File: src/rtl/sign_mag_to_twos_stream.sv
// rtl/sign_mag_to_twos_stream.sv - sign-magnitude to two's-complement stream decoder
// Converts at write time into a 2-entry buffer; negative zeros are flagged and counted.
module sign_mag_to_twos_stream #(
  parameter int N  = 4,
  parameter int CW = 8
) (
  input  logic          clk,
  input  logic          rst_n,
  input  logic          in_valid,
  output logic          in_ready,
  input  logic [N-1:0]  in_data,
  output logic          out_valid,
  input  logic          out_ready,
  output logic [N-1:0]  out_data,
  output logic          out_negz,
  output logic [CW-1:0] negz_cnt,
  input  logic          cnt_clr
);

  logic [N-1:0] buf_data [2];
  logic         buf_negz [2];
  logic         wr_ptr;
  logic         rd_ptr;
  logic [1:0]   count;

  logic         sign;
  logic [N-1:0] pos_word;
  logic [N-1:0] conv_data;
  logic         conv_negz;
  logic         push;
  logic         pop;

  assign sign     = in_data[N-1];
  assign pos_word = {1'b0, in_data[N-2:0]};

  // Negating a zero magnitude also yields zero, so negative zero needs no special data path.
  assign conv_data = sign ? (~pos_word + {{(N-1){1'b0}}, 1'b1}) : pos_word;
  assign conv_negz = sign & (in_data[N-2:0] == '0);

  // in_ready depends only on registered count, never on out_ready.
  assign in_ready  = (count != 2'd2);
  assign out_valid = (count != 2'd0);
  assign push      = in_valid & in_ready;
  assign pop       = out_valid & out_ready;

  assign out_data = out_valid ? buf_data[rd_ptr] : '0;
  assign out_negz = out_valid ? buf_negz[rd_ptr] : 1'b0;

  always_ff @(posedge clk or negedge rst_n) begin
    if (!rst_n) begin
      buf_data[0] <= '0;
      buf_data[1] <= '0;
      buf_negz[0] <= 1'b0;
      buf_negz[1] <= 1'b0;
      wr_ptr      <= 1'b0;
      rd_ptr      <= 1'b0;
      count       <= 2'd0;
    end else begin
      if (push) begin
        buf_data[wr_ptr] <= conv_data;
        buf_negz[wr_ptr] <= conv_negz;
        wr_ptr           <= ~wr_ptr;
      end
      if (pop) begin
        rd_ptr <= ~rd_ptr;
      end
      case ({push, pop})
        2'b10:   count <= count + 2'd1;
        2'b01:   count <= count - 2'd1;
        default: count <= count;
      endcase
    end
  end

  // Counted at acceptance so statistics do not depend on consumer pacing.
  always_ff @(posedge clk or negedge rst_n) begin
    if (!rst_n) begin
      negz_cnt <= '0;
    end else if (cnt_clr) begin
      negz_cnt <= '0;
    end else if (push && conv_negz && !(&negz_cnt)) begin
      negz_cnt <= negz_cnt + {{(CW-1){1'b0}}, 1'b1};
    end
  end

endmodule

File: config.mk
export PLATFORM = sky130hd
export DESIGN_NAME = sign_mag_to_twos_stream
export DESIGN_NICKNAME = d
export VERILOG_FILES = /design/src/rtl/sign_mag_to_twos_stream.sv
export SDC_FILE = /design/constraint.sdc
export NUM_CORES = 1
export LEC_CHECK = 0
export ABC_AREA = 1
export CAP_MARGIN = 20
export CORE_MARGIN = 4
export CORE_UTILIZATION = 40
export DETAILED_ROUTE_END_ITERATION = 6
export DONT_BUFFER_PORTS = 1
export GPL_TIMING_DRIVEN = 0
export SYNTH_ARGS = -nofsm -noshare
export SYNTH_HDL_FRONTEND = slang
export SYNTH_SLANG_ARGS = --single-unit
File: constraint.sdc
create_clock -name clk -period 4.5 [get_ports clk]
set_input_delay 0.9 -clock clk [delete_from_list [all_inputs] [get_ports clk]]
set_output_delay 0.9 -clock clk [all_outputs]
set_load 0.05 [all_outputs]
==> impl_metrics.csv <==
group,metric,value,unit
floorplanning,initial_core_util,43.07,%
clock_tree,ctsResizeCount,0,
timing,timing.final.crit_share,71.57,%
worst_setup_path,path_class,"reg -> out",
drt,vias,1003,
global_routing,grt_pass1_wl,4478,microns
worst_setup_path,max_stage_delay,0.85,ns
worst_setup_path,crit_path_start,"count[0]",
timing,setup_ws,1.279,ns
yosys,syn_nets,169,
worst_setup_path,arrival,2.32,ns
global_routing,grt_max_degree,23,
worst_setup_path,required,3.60,ns
yosys,synth.most_common_cell,"nand2_1",
worst_setup_path,r2r_end,"negz_cnt[0]",
drt,firstDrtPassIters,4,
worst_setup_path,worst-path-max-fanout,5,
yosys,synth-async-reset-ratio,100.0,%
worst_setup_path,end_kind,"output port",
clock_tree,postCtsSetupBuffers,0,
clock_tree,cts_buffer_depth,2,
floorplanning,die-area,0.004022,sq mm
yosys,ys_types,21,
clock_tree,ctsRootBufferMaster,"clkbuf_4",
yosys,synth_enable_flop_cells,0,
global_routing,grt_antenna_before_repair,0,
timing,max_slew_margin,28.69,%
timing,tns,0,ns
yosys,syn_avg_cell_area,7.876,sq um
yosys,syn-instance-count,156,
finish,nets,174,
floorplanning,die_w,63.42,microns
worst_setup_path,rr_worst_depth,8,
timing,hold_viol_final,0,
timing,final_max_slew_viol_count,0,
drt,drt_wl_total,2579,microns
clock_tree,clk_pin_slew,0.13,ns
yosys,synthFlopType,"dfrtp_1",
yosys,ys_seq_elements,22,
clock_tree,cts_hold_buffers,0,
power,cellPowerDensity,579.8,mW/mm^2
worst_setup_path,reg2reg_slack,2.67,ns
yosys,ys_seq_area_share,44.81,%
clock_tree,cts_inserted_buffers,3,
finish,area_delta_synth_final,6.110,%
floorplanning,num_rows,19,
clock_tree,clock_latency,0.31,ns
clock_tree,cts_num_sinks,22,
timing,tightest_slew,1.073,ns
drt,wl_per_cell,13.50,microns
finish,diodes,0,
worst_setup_path,crit_chain,"nor2_1, inv_1, o21ai_0, a21oi_1",
power,ir_drop,0.3489,mV
placed_design,detailed_place_hpwl,1936,microns
drt,drc,0,
timing,rsz0062_at_grt,"false",
drt,routed_via_density,5.251,
yosys,synth.top_cell.area_share,44.81,%
timing,max_freq,310.5,MHz
status,status,"finished, final reports clean",
clock_tree,cts_tree,"yes",
flow_run,max-cap-violations,0,
timing,setup_viol,0,
global_routing,track_usage,13.84,%
clock_tree,h-tree-depth,1,
power,p_leak,0.6589,nW
yosys,yosys-top-cells-area,"dfrtp_1, nand2_1, inv_1",
placed_design,post-place-ws,1.621,ns
timing,fin_skew,0.0004701,ns
floorplanning,ios,24,
floorplanning,die_h,63.42,microns
global_routing,gr-total-overflow,0,
hold_path,hp-class,"in -> async",
timing,finalCriticalPeriod,3.221,ns
placed_design,gp_congestion,0.8084,
yosys,yosysWarnings,0,
yosys,synthTopCellsByCount,"nand2_1, dfrtp_1, inv_1",
worst_setup_path,cp-start-kind,"flip-flop",
finish,drive_above_1_share,10.00,%
worst_setup_path,endpoint,"out_data[3]",
worst_setup_path,cpMaxStageDelayCell,"a21oi_1",
finish,final_util,45.70,%
yosys,synth_top_area_cell,"dfrtp_1",
global_routing,grt_pass1_vias,980,
drt,drt_iter0_drc,32,
drt,antenna_left,0,
finish,fill_cells,289,
floorplanning,core,0.002853,sq mm
worst_setup_path,worstReg2RegStart,"negz_cnt[1]",
yosys,syn_area,0.001229,sq mm
placed_design,port_buffers,0,
==> metrics by stage <==
step	power [mW]	cells	instance area, sq um	hold WS, ns
after CTS	0.7651	191	1304	0.2467
after global placement	0.6390	187	1267	0.4528
after detailed placement	0.6513	187	1267	0.4616
after global routing	0.8112	191	1304	0.2287
after floorplan	0.6000	156	1229	0.4366
final	0.7559	191	1304	0.2651
==> logic make-up after synthesis <==
group	after synthesis	synth area share, %
buffers and inverters	26	8.147
xor gates and xnor gates	4	2.852
and+or+nand+nor	73	29.02
AOI/OAI and AO/OA	27	11.10
adders and majority gates	4	4.073
DFF	22	44.81
==> area by class of cell <==
class / count / area [sq um] / share of cell area, %
Sequential cell: 22 / 550.5 / 42.23
Multi-Input combinational cell: 108 / 578.1 / 44.34
Tap cell: 31 / 38.79 / 2.975
Clock buffer: 4 / 36.28 / 2.783
Inverter: 25 / 96.34 / 7.390
Buffer: 1 / 3.754 / 0.2879
==> per-layer routing <==
| metal | track usage, % | wire [microns] | up-vias |
|---|---|---|---|
| met4 | 4.582 | 12 | 0 |
| met3 | 3.908 | 119 | 2 |
| met1 | 18.44 | 1187 | 485 |
| li1 | - | - | 501 |
| met2 | 21.51 | 1258 | 15 |
| met5 | 0 | 0 | - |
==> registers in the layout (all words and copies together) (netlist names) <==
name and count:
wr_ptr 1, negz_cnt 8, rd_ptr 1, count 2
buf_data 8, buf_negz 2
==> placed cells by master, fill, tap and decap left out <==
master,n
o21ai_1,3
dfrtp_1,22
a21oi_1,7
nor2_4,3
inv_1,22
nand3_1,9
nand2_2,2
xor2_1,2
o21ai_0,16
nand2_1,42
nand2_4,3
clkbuf_1,1
nand4_1,1
nor3_1,2
nand3b_4,1
clkbuf_8,1
a31oi_1,1
clkbuf_4,3
inv_4,1
ha_1,4
xnor2_1,2
nor2_1,10
inv_2,2
==> worst min-delay path by stage <==
| stage | from | to | slack, ns | depth (start not counted) |
|---|---|---|---|---|
| 2_1_floorplan | buf_data[5] | buf_data[5] | 0.44 | 2 |
| 3_3_place_gp | buf_data[6] | buf_data[6] | 0.45 | 2 |
| 3_5_place_dp | buf_data[6] | buf_data[6] | 0.46 | 2 |
| 4_1_cts | rst_n | count[1] | 0.25 | 0 |
| 5_1_grt | rst_n | count[1] | 0.23 | 0 |
| 6_report | rst_n | rd_ptr | 0.27 | 0 |
==> where the power goes <==
part / total, mW / leakage (nW) / switching (mW) / internal (mW)
sequential: 0.293 / 0.286 / 0.0384 / 0.254
combinational: 0.351 / 0.352 / 0.276 / 0.0752
clock: 0.112 / 0.0210 / 0.0626 / 0.0494
total: 0.756 / 0.659 / 0.377 / 0.379
==> worst max-delay path, delay by kind of cell, from the launching register on <==
kind | cells | cell delay [ns]
compound gates | 2 | 1.02
buf+inv | 1 | 0.40
flops | 1 | 0.46
simple gates | 1 | 0.12
No activity file was read; power rests on OpenSTA's default activity.
